--- src/rtl/tron_pkg.sv ---
// Shared TRON definitions: condition codes, status-flag layout and flag vector type.
package tron_pkg;

  localparam int FLAG_W = 5;

  localparam int FLAG_C = 0;
  localparam int FLAG_L = 1;
  localparam int FLAG_F = 2;
  localparam int FLAG_Z = 3;
  localparam int FLAG_N = 4;

  localparam logic [3:0] CC_EQ  = 4'b0000;
  localparam logic [3:0] CC_NE  = 4'b0001;
  localparam logic [3:0] CC_CS  = 4'b0010;
  localparam logic [3:0] CC_CC  = 4'b0011;
  localparam logic [3:0] CC_HI  = 4'b0100;
  localparam logic [3:0] CC_LS  = 4'b0101;
  localparam logic [3:0] CC_GT  = 4'b0110;
  localparam logic [3:0] CC_LE  = 4'b0111;
  localparam logic [3:0] CC_FS  = 4'b1000;
  localparam logic [3:0] CC_FC  = 4'b1001;
  localparam logic [3:0] CC_LO  = 4'b1010;
  localparam logic [3:0] CC_HS  = 4'b1011;
  localparam logic [3:0] CC_LT  = 4'b1100;
  localparam logic [3:0] CC_GE  = 4'b1101;
  localparam logic [3:0] CC_UC  = 4'b1110;
  localparam logic [3:0] CC_JAL = 4'b1111;

  // Field order matches the {N,Z,F,L,C} bit layout of the flag bus.
  typedef struct packed {
    logic n;
    logic z;
    logic f;
    logic l;
    logic c;
  } flags_t;

endpackage

--- src/rtl/tron_cond_eval.sv ---
// Combinational condition-code evaluator: flagOp against the registered status flags.
module tron_cond_eval
  import tron_pkg::*;
(
  input  logic [3:0]        flagOp,
  input  logic [FLAG_W-1:0] flags,
  output logic              condTrue
);

  flags_t f;
  assign f = flags_t'(flags);

  always_comb begin
    condTrue = 1'b0;
    case (flagOp)
      CC_EQ:  condTrue = f.z;
      CC_NE:  condTrue = !f.z;
      CC_CS:  condTrue = f.c;
      CC_CC:  condTrue = !f.c;
      CC_HI:  condTrue = f.l;
      CC_LS:  condTrue = !f.l;
      CC_GT:  condTrue = f.n;
      CC_LE:  condTrue = !f.n;
      CC_FS:  condTrue = f.f;
      CC_FC:  condTrue = !f.f;
      CC_LO:  condTrue = !f.l && !f.z;
      CC_HS:  condTrue = f.l || f.z;
      CC_LT:  condTrue = !f.n && !f.z;
      CC_GE:  condTrue = f.n || f.z;
      default: condTrue = 1'b1;  // UC and the JAL encoding
    endcase
  end

endmodule

--- src/rtl/tron_pc_unit.sv ---
// TRON program counter and status-flag stage: next-PC mux, flag register, JAL link value.
// Optional TRON_PC_HALT_EN: branch-to-self halts the PC until reset.
module tron_pc_unit
  import tron_pkg::*;
#(
  parameter int                  WIDTH    = 16,
  parameter int                  ADDRBITS = 16,
  parameter logic [ADDRBITS-1:0] RESET_PC = '0
)(
  input  logic                clk,
  input  logic                reset,
  input  logic                pcAdd,
  input  logic                pcJump,
  input  logic                pcBranch,
  input  logic [3:0]          flagOp,
  input  logic [WIDTH-1:0]    immediate,
  input  logic [WIDTH-1:0]    jumpTarget,
  input  logic [FLAG_W-1:0]   aluFlags,
  input  logic                flagWrite,
  output logic [ADDRBITS-1:0] pc,
  output logic [WIDTH-1:0]    pcLink,
  output logic [FLAG_W-1:0]   flags,
  output logic                condTrue
`ifdef TRON_PC_HALT_EN
  ,
  output logic                halted
`endif
);

  logic [ADDRBITS-1:0] pc_inc, pc_br, pc_nxt;
  logic                frozen;

  tron_cond_eval u_cond (
    .flagOp   (flagOp),
    .flags    (flags),
    .condTrue (condTrue)
  );

  assign pc_inc = pc + ADDRBITS'(1);
  // Displacement is sign-extended to the PC width so the add wraps both ways.
  assign pc_br  = pc + ADDRBITS'($signed(immediate));
  assign pcLink = WIDTH'(pc_inc);

  always_comb begin
    pc_nxt = pc;
    if (pcJump)        pc_nxt = condTrue ? ADDRBITS'(jumpTarget) : pc_inc;
    else if (pcBranch) pc_nxt = condTrue ? pc_br : pc_inc;
    else if (pcAdd)    pc_nxt = pc_inc;
  end

`ifdef TRON_PC_HALT_EN
  logic halt_set;
  assign halt_set = pcBranch && !pcJump && condTrue && (immediate == '0);
  assign frozen   = halted;

  always_ff @(posedge clk or posedge reset) begin
    if (reset)         halted <= 1'b0;
    else if (halt_set) halted <= 1'b1;
  end
`else
  assign frozen = 1'b0;
`endif

  always_ff @(posedge clk or posedge reset) begin
    if (reset)        pc <= RESET_PC;
    else if (!frozen) pc <= pc_nxt;
  end

  // Condition is evaluated on the pre-update flags, so a same-edge write never affects it.
  always_ff @(posedge clk or posedge reset) begin
    if (reset)          flags <= '0;
    else if (flagWrite) flags <= aluFlags;
  end

endmodule

--- config.mk ---
export PLATFORM = sky130hd
export DESIGN_NAME = tron_pc_unit
export DESIGN_NICKNAME = d
export VERILOG_FILES = /design/src/rtl/tron_pkg.sv /design/src/rtl/tron_cond_eval.sv /design/src/rtl/tron_pc_unit.sv
export SDC_FILE = /design/constraint.sdc
export NUM_CORES = 1
export LEC_CHECK = 0
export BUFFER_PORTS_ARGS = -buffer_cell sky130_fd_sc_hd__buf_2
export CAP_MARGIN = 30
export CELL_PAD_IN_SITES_DETAIL_PLACEMENT = 0
export CELL_PAD_IN_SITES_GLOBAL_PLACEMENT = 1
export CORE_ASPECT_RATIO = 1.5
export CORE_MARGIN = 5
export CORE_UTILIZATION = 40
export CTS_BUF_LIST = sky130_fd_sc_hd__clkbuf_2
export CTS_CLUSTER_SIZE = 12
export DETAILED_ROUTE_END_ITERATION = 6
export GPL_TIMING_DRIVEN = 0
export HOLD_SLACK_MARGIN = 0.12
export PLACE_DENSITY = 0.85
export SLEW_MARGIN = 20
export SYNTH_ARGS = -nofsm -noshare
export SYNTH_HDL_FRONTEND = slang
export SYNTH_HIERARCHICAL = 1
export SYNTH_SLANG_ARGS = --single-unit
--- constraint.sdc ---
create_clock -name clk -period 4.2 [get_ports clk]
set_input_delay 0.21 -clock clk [delete_from_list [all_inputs] [get_ports clk]]
set_output_delay 0.21 -clock clk [all_outputs]
set_load 0.02 [all_outputs]
======== Yosys cells after proc, flatten, opt, wreduce, memory -nomap -nowiden ========
Cells that the tools add are included.
W data, S select, Z words.
word-level totals
  register bits ........................... 21
  input port bits ......................... 47
  output and inout port bits .............. 38
  word-level logic and storage cells ...... 34
cells by class
  $add $sub $neg .......................... 2
  equal/unequal tests ..................... 13
  mux-type cells .......................... 6
  reductions and logical operators ........ 11
operator list
  cell                     number
  $mux W16                 5
  $eq A4 B4 Y1 const B     6
  $add A16 B1 Y16 const B  1
  $add A16 B16 Y16         1
  $eq A4 B3 Y1 const B     4
  $pmux W1 S14             1
  $eq A4 B2 Y1 const B     2
  $logic_not A1 Y1         5
  $eq A4 B1 Y1 const B     1
  $logic_not A4 Y1         1
  $reduce_bool A3 Y1       1
  $logic_and A1 B1 Y1      2
  $logic_or A1 B1 Y1       2

======== Depth between registers and ports, before layout ========
Gate-level depths: netlist (run 1).
  depth after elaboration ................. 6
  gate-level depth with buffers ........... 11
  mapped depth without buffers ............ 9

======== Cells and area by module ========
The synthesis (run 1) kept the hierarchy.
modules (own cells, without submodules)
  module          times used  cells each  area each (um^2)  seq. area each (um^2)
  tron_pc_unit    1           260         2167.1            525.5
  tron_cond_eval  1           24          192.7             0.0

======== Least setup slack after synthesis (run 1) ========
OpenSTA, ideal clock, no wires.
  path type ............................... reg-to-reg
  from .................................... reg flags[4]
  to ...................................... reg pc[13]
  library setup time ...................... 130 ps
  data arrival time ....................... 2409 ps
  required time ........................... 4070 ps
  slack ................................... 1661 ps
  cell stages (with the launch flop) ...... 10
  buffers on the path ..................... 1
  clock period less this slack ............ 2539 ps
  cell sequence ........................... dfrtp_1 > nand2_1 > o31ai_1 > a221o_1 > a2111o_1 > and2_1 > clkbuf_1 > a22o_2 > a221oi_1 > nand3b_1
between the ends
  cells in the longest elaborated chain, start to end .. 6
  elaborated cells between the ends (all ways) .. 8
  those cells by class .................... 5 x mux; 3 x reduce/logical
RTL lines
  what                    line                                        RTL
  start, declared         tron_pc_unit.sv:22                          output logic [FLAG_W-1:0] flags,
  start signal, assigned  tron_pc_unit.sv:72                          else if (flagWrite) flags <= aluFlags;
  $logic_not A1 Y1        tron_cond_eval.sv:23, tron_cond_eval.sv:28
  $logic_and A1 B1 Y1     tron_cond_eval.sv:28                        CC_LT: condTrue = !f.n && !f.z;
  $pmux W1 S14 *          tron_cond_eval.sv:15                        case (flagOp)
  via condTrue            tron_pc_unit.sv:23                          output logic condTrue
  $mux W16 (2 in a row)   tron_pc_unit.sv:47                          else if (pcBranch) pc_nxt = condTrue ? pc_br : pc_inc;
  $mux W16 *              tron_pc_unit.sv:46                          if (pcJump) pc_nxt = condTrue ? ADDRBITS'(jumpTarget) : pc_inc;
  end signal, assigned    tron_pc_unit.sv:66                          else if (!frozen) pc <= pc_nxt;
  end, declared           tron_pc_unit.sv:20                          output logic [ADDRBITS-1:0] pc,
Mark *: on every way through the listed nets, which the timed path passes. The rest lies on a longest branch.
A chain may end at the register's enable or synchronous reset.

======== Worst setup path in the final report (run 1) ========
  from .................................... reg pc[0]
  to ...................................... reg pc[12]
between the ends
  cells in the longest elaborated chain, start to end .. 4
  elaborated cells between the ends (all ways) .. 7
  those cells by class .................... 2 x add/sub; 5 x mux
RTL lines
  what                                                 line
  $add A16 B1 Y16 or $add A16 B16 Y16 (tied branches)  tron_pc_unit.sv:39, tron_pc_unit.sv:41
  $mux W16, on equally long branches                   tron_pc_unit.sv:48, tron_pc_unit.sv:47
  $mux W16                                             tron_pc_unit.sv:47
  $mux W16 *                                           tron_pc_unit.sv:46
Every way passes the cells marked *; elsewhere a longest branch is shown, timed or not. The select of a mux whose other input is x is not followed.

==> impl_metrics.yaml, run 1 <==
outcome:
  status: "completed"
global_route:
  globalRouteOverflowTotal: 0
  antenna_found_initial: 0
  grt_usage_pct: 19.67
  grt_pass1_wl_um: 12050
  grt_max_degree: 22
  grt_pass1_vias: 2465
synthesis:
  synth_edf_count: 0
  yosysTopAreaCell: "dfrtp_1"
  synth_top_family_by_area: "compound AO/OA/AOI/OAI gates"
  synthArstFlopShare_pct: 100.0
  synth_top_area_share_pct: 22.27
  synth-seq-cells: 21
  yosys.area_share.simple_pct: 20.84
  avgSynthCellArea_um2: 8.309
  synth_compound_area_share_pct: 27.04
  synth_warnings: 6
  synth.area.top_cells: "dfrtp_1 (22%), ha_1 (8.5%), o21ai_0 (5.3%), xnor2_1 (5.2%), xor2_1 (4.8%)"
  synthesis.nets: 348
  yosysUniqueCellTypes: 60
  syn_area_um2: 2360
  synth_xor_area_share_pct: 10.02
  ys_seq_area_share_pct: 22.27
  synthAdderAreaFrac_pct: 9.332
  synthMuxAreaShare_pct: 5.408
  synth_cells: 284
  ys.flop_type: "dfrtp_1"
routing:
  drcViolationCount: 0
  post_drt_wl_per_cell_um: 16.82
  vias: 2578
  drtIter0Drc: 110
  routed_via_density: 5.729
  wl_um: 7571
  ant_nets: 0
  dr.pass1.iters: 5
sta:
  slew_viol_final: 0
  skew_ns: 0.01414
  tightest_slew_ns: 0.8539
  finalSetupViolCount: 0
  rsz0062_at_grt: "false"
  holdWs_ns: 0.1681
  relSlewSlack_pct: 42.64
  tns_ns: 0
  max_freq_ghz: 0.3417
  layout_min_cycle_time_ns: 2.927
  fin_crit_sh_pct: 69.68
  hold_viol: 0
clocking:
  clk_latency_ns: 0.35
  clkSinkCount: 21
  clockBufferDepth: 2
  cts_root_buf: "clkbuf_2"
  cts_resized: 0
  cts_tree: "done"
  clk_pin_slew_ns: 0.23
  post_cts_buffers: 0
  cts.htree.levels: 1
  cts_buffers: 3
die:
  top_level_ports: 85
  rows: 34
  die_area_um2: 7567
  die-height_um: 104.1
  design.core.area_um2: 5786
  start_util_pct: 40.79
  die_w_um: 72.72
flow_run:
  max_cap_viol_count: 0
layout:
  final_cells: 450
  layout_common_cells: "buf_2 (83), nor2_1 (26), o21ai_0 (25), nand2_1 (22), dfrtp_1 (21)"
  finish.utilization_pct: 51.34
  n_antenna_cell: 0
  drive_gt1_share_pct: 28.84
  final_nets: 443
  layout_commonest_cell: "buf_2"
  syn2layout_area_growth_pct: 25.87
  fin_area_um2: 2970
worst_setup_path:
  cp.required_ns: 4.46
  worstPathArrival_ns: 3.19
  critPathLaunchType: "flip-flop"
  crit_type: "flip-flop to flip-flop"
  endpoint_kind: "flip-flop"
  critPathMaxFanout: 6
place:
  routabilityCongestion: 0.8852
  place_inst: 437
  place_area_um2: 2855
  place_hpwl_um: 6147
  io_buffers: 81
min_path:
  min_path_type: "input port to flip-flop"
power_and_ir_drop:
  static-leakage-power_nw: 1.353
  peakVddDrop_v: 0.0003357
  power_density_nw_per_um2: 640.8
-- area by class of cell --
| type | instances | area (µm²) |
|---|---|---|
| plain buffers | 11 | 86.33 |
| repair buffers | 90 | 500.5 |
| flip-flops and latches | 21 | 525.5 |
| fillers | 597 | 2815 |
| inverters | 9 | 33.78 |
| well taps | 72 | 90.09 |
| clock buffers | 4 | 20.02 |
| multi-input cells | 243 | 1714 |
-- sequential cells by signal, indices dropped and copies added, names as in the netlist --
name	flops
pc	16
flags	5
-- critical path, stage by stage (launching register included) --
cell	delay (ns)
dfrtp_1	0.52
ha_1	0.25
fa_1	0.43
a211oi_1	0.35
o21ai_0	0.29
a2111oi_0	0.55
nor2_1	0.12
xor2_1	0.16
a21o_1	0.18
-- cells by family (layout without fill, tap and decap cells) --
logic type,after synthesis,after routing
AO/OA/AOI/OAI,94,94
AND/OR/NAND/NOR,93,93
XOR/XNOR,27,27
flip-flops,21,21
buffers and inverters,20,114
adder cells (fa/ha/maj),17,17
multiplexers,12,12
-- report_power, final --
part	internal (W)	switching, W
registers	0.000277	0.000146
logic	0.000553	0.000833
clock network	0.0000252	0.0000693
-- synth_stat cells, types with 5 or more instances --
library cell  instances
ha_1                 16
nor3_1                7
nor2_1               26
o22ai_1               8
nand4_1               5
xnor2_1              14
xor2_1               13
a221oi_1              6
nand2_1              22
nand3_1               9
o21ai_0              25
mux2_2                6
dfrtp_1              21
a21oi_1              18
inv_1                 9
mux2i_1               6
a21o_1                5
-- per-stage QoR --
step / power [W] / setup WS (ns)
CTS: 0.001906 / 1.366
finish: 0.001903 / 1.273
floorplan: 0.001399 / 1.661
global route: 0.002058 / 1.257
global placement: 0.001786 / 1.482
detailed placement: 0.001798 / 1.405
-- repair_timing --
action | in CTS | in global routing
hold endpoints to repair | 28 | 0
setup endpoints to repair | 0 | 0
hold buffers | 8 | 0
-- final timing paths --
| path | startpoint | end | slack, ns | cells after the start |
|---|---|---|---|---|
| max in group asynchronous | reset | pc[9] | 3.42 | 4 |
| hold reg to reg | flags[0] | flags[0] | 0.58 | 1 |
| setup / recovery | pc[0] | pc[12] | 1.27 | 8 |
| hold / removal | jumpTarget[10] | pc[10] | 0.17 | 3 |
| min in group asynchronous | reset | pc[1] | 0.34 | 3 |
| setup reg to reg | pc[0] | pc[12] | 1.27 | 8 |
-- metal layers --
metal	vias to the layer above	share of wire (%)	routed length, µm	global-route usage (%)
met1	1215	41	3129	24.35
li1	1264	-	-	-
met5	-	0	0	0
met4	0	2.1	161	6.201
met2	85	51	3884	35.34
met3	14	5.2	396	1.064
(Power assumes the default switching activity.)
==> run 2: changes to the inputs <==
- CORE_UTILIZATION: 40 -> 37
- PLACE_DENSITY: 0.85 -> 0.79
- clock period: 4.2 -> 2.7 ns (I/O delays scaled with it)
==> impl_metrics.yaml, run 2 (same netlist as run 1, synthesis figures left out) <==
layout:
  drive_gt1_share_pct: 29.38
  layout_common_cells: "buf_2 (83), nor2_1 (26), o21ai_0 (24), nand2_1 (22), dfrtp_1 (20)"
  n_antenna_cell: 0
  top_regs: "pc: 16 flops, flags: 5 flops"
  largest_reg_flops: 16
  final_nets: 453
  top_register: "pc"
  layout_commonest_cell: "buf_2"
  syn2layout_area_growth_pct: 30.38
  fin_area_um2: 3077
sta:
  layout_min_cycle_time_ns: 2.652
  max_freq_ghz: 0.3771
  finalSetupViolCount: 0
  tightest_slew_ns: 0.8342
  slew_viol_final: 0
  relSlewSlack_pct: 43.96
  hold_viol: 0
  fin_crit_sh_pct: 98.23
  skew_ns: 0.002777
  holdWs_ns: 0.1530
clocking:
  clk_latency_ns: 0.33
  cts_tree: "done"
  cts.htree.levels: 1
  clk_pin_slew_ns: 0.22
  cts_buffers: 3
  clkSinkCount: 21
  clockBufferDepth: 2
  cts_root_buf: "clkbuf_2"
die:
  die_area_um2: 8108
  rows: 35
  die-height_um: 107.8
  top_level_ports: 85
  start_util_pct: 38.22
  die_w_um: 75.21
  design.core.area_um2: 6175
routing:
  dr.pass1.iters: 5
  wl_um: 7735
  drtIter0Drc: 150
  post_drt_wl_per_cell_um: 16.74
  drcViolationCount: 0
  routed_via_density: 5.597
  ant_nets: 0
  vias: 2586
place:
  place_area_um2: 2858
  io_buffers: 81
  place_hpwl_um: 6076
  routabilityCongestion: 0.8678
power_and_ir_drop:
  peakVddDrop_v: 0.0004598
  static-leakage-power_nw: 1.400
  power_density_nw_per_um2: 974.4
min_path:
  min_path_type: "input port to flip-flop"
flow_run:
  max_cap_viol_count: 0
worst_setup_path:
  crit_family: "compound AO/OA/AOI/OAI gates"
  crit_type: "flip-flop to flip-flop"
  worstPathArrival_ns: 2.91
  cpPeakStageDelay_ns: 0.50
  critPathLaunchType: "flip-flop"
  cp_num_buf_inv: 0
  endpoint_kind: "flip-flop"
  cp.required_ns: 2.96
  critPathMaxFanout: 6
  cp_cell_sequence: "ha_1 > fa_1 > a211oi_2 > o21ai_1 > a2111oi_1 > nor2_1 > xor2_1 > a21o_1"
  crit_slowest_cell: "dfrtp_2"
global_route:
  grt_max_degree: 22
  met3_usage_pct: 1.121
  grt_pass1_vias: 2448
  grt_usage_pct: 18.58
  grt_pass1_wl_um: 11800
  busiest_layer: "met2"
  use_met2_pct: 32.11
  met1_usage_pct: 23.41
  globalRouteOverflowTotal: 0
  antenna_found_initial: 0
outcome:
  status: "completed"
-- run 2: cell type report --
class / count / area [µm²]
timing repair buffer: 100 / 595.6
tap: 74 / 92.59
fill: 630 / 3098
clock buffer: 4 / 20.02
buffer: 11 / 87.58
multi-input combinational: 243 / 1720
inverter: 9 / 33.78
sequential: 21 / 526.8
-- run 2: stage by stage --
step	setup TNS [ns]	total power [W]	utilization, %	std cells	setup WS (ns)
floorplan	0	0.002176	-	284	0.1607
detailed placement	-0.02676	0.002802	46.28	439	-0.02676
global placement	-0.03924	0.002790	46.28	439	-0.03924
global route	-0.07482	0.003248	49.83	462	-0.07482
CTS	0	0.002988	49.12	458	0.04784
finish	0	0.002998	49.83	462	0.04790
-- run 2: what timing repair did --
item                                    4_1_cts  5_1_grt
gates cloned                                  0        0
pin swaps                                     0        1
endpoints found under the setup margin        1        3
hold buffers                                 15        1
gates resized for setup                       2        4
endpoints found under the hold margin        30        1
buffers inserted                              0        2
-- run 2: report_power, final --
group	internal (W)	total, W	switching (W)
Clock	0.0000392	0.000144	0.000105
Sequential	0.000432	0.000663	0.000231
Combinational	0.000883	0.00219	0.00131
Total	0.00135	0.00300	0.00164
-- run 2: final timing paths --
path,startpoint,end,slack (ns),cells past startpoint
setup / recovery,pc[0],pc[12],0.05,8
hold / removal,immediate[15],pc[15],0.15,4
setup reg to reg,pc[0],pc[12],0.05,8
hold reg to reg,pc[15],pc[15],0.68,2
max in group asynchronous,reset,pc[5],2.00,4
min in group asynchronous,reset,flags[3],0.28,3
-- run 2: worst register-to-register path, stage by stage, from the launching register on --
cell and delay [ns]:
dfrtp_2 0.50, ha_1 0.23, fa_1 0.44, a211oi_2 0.31, o21ai_1 0.21, a2111oi_1 0.45
nor2_1 0.10, xor2_1 0.15, a21o_1 0.18
-- run 2: metal layers --
layer	wire length (µm)	part of all wire, %
met5	0	0
met2	3880	50
met3	462	6.0
met4	217	2.8
met1	3175	41
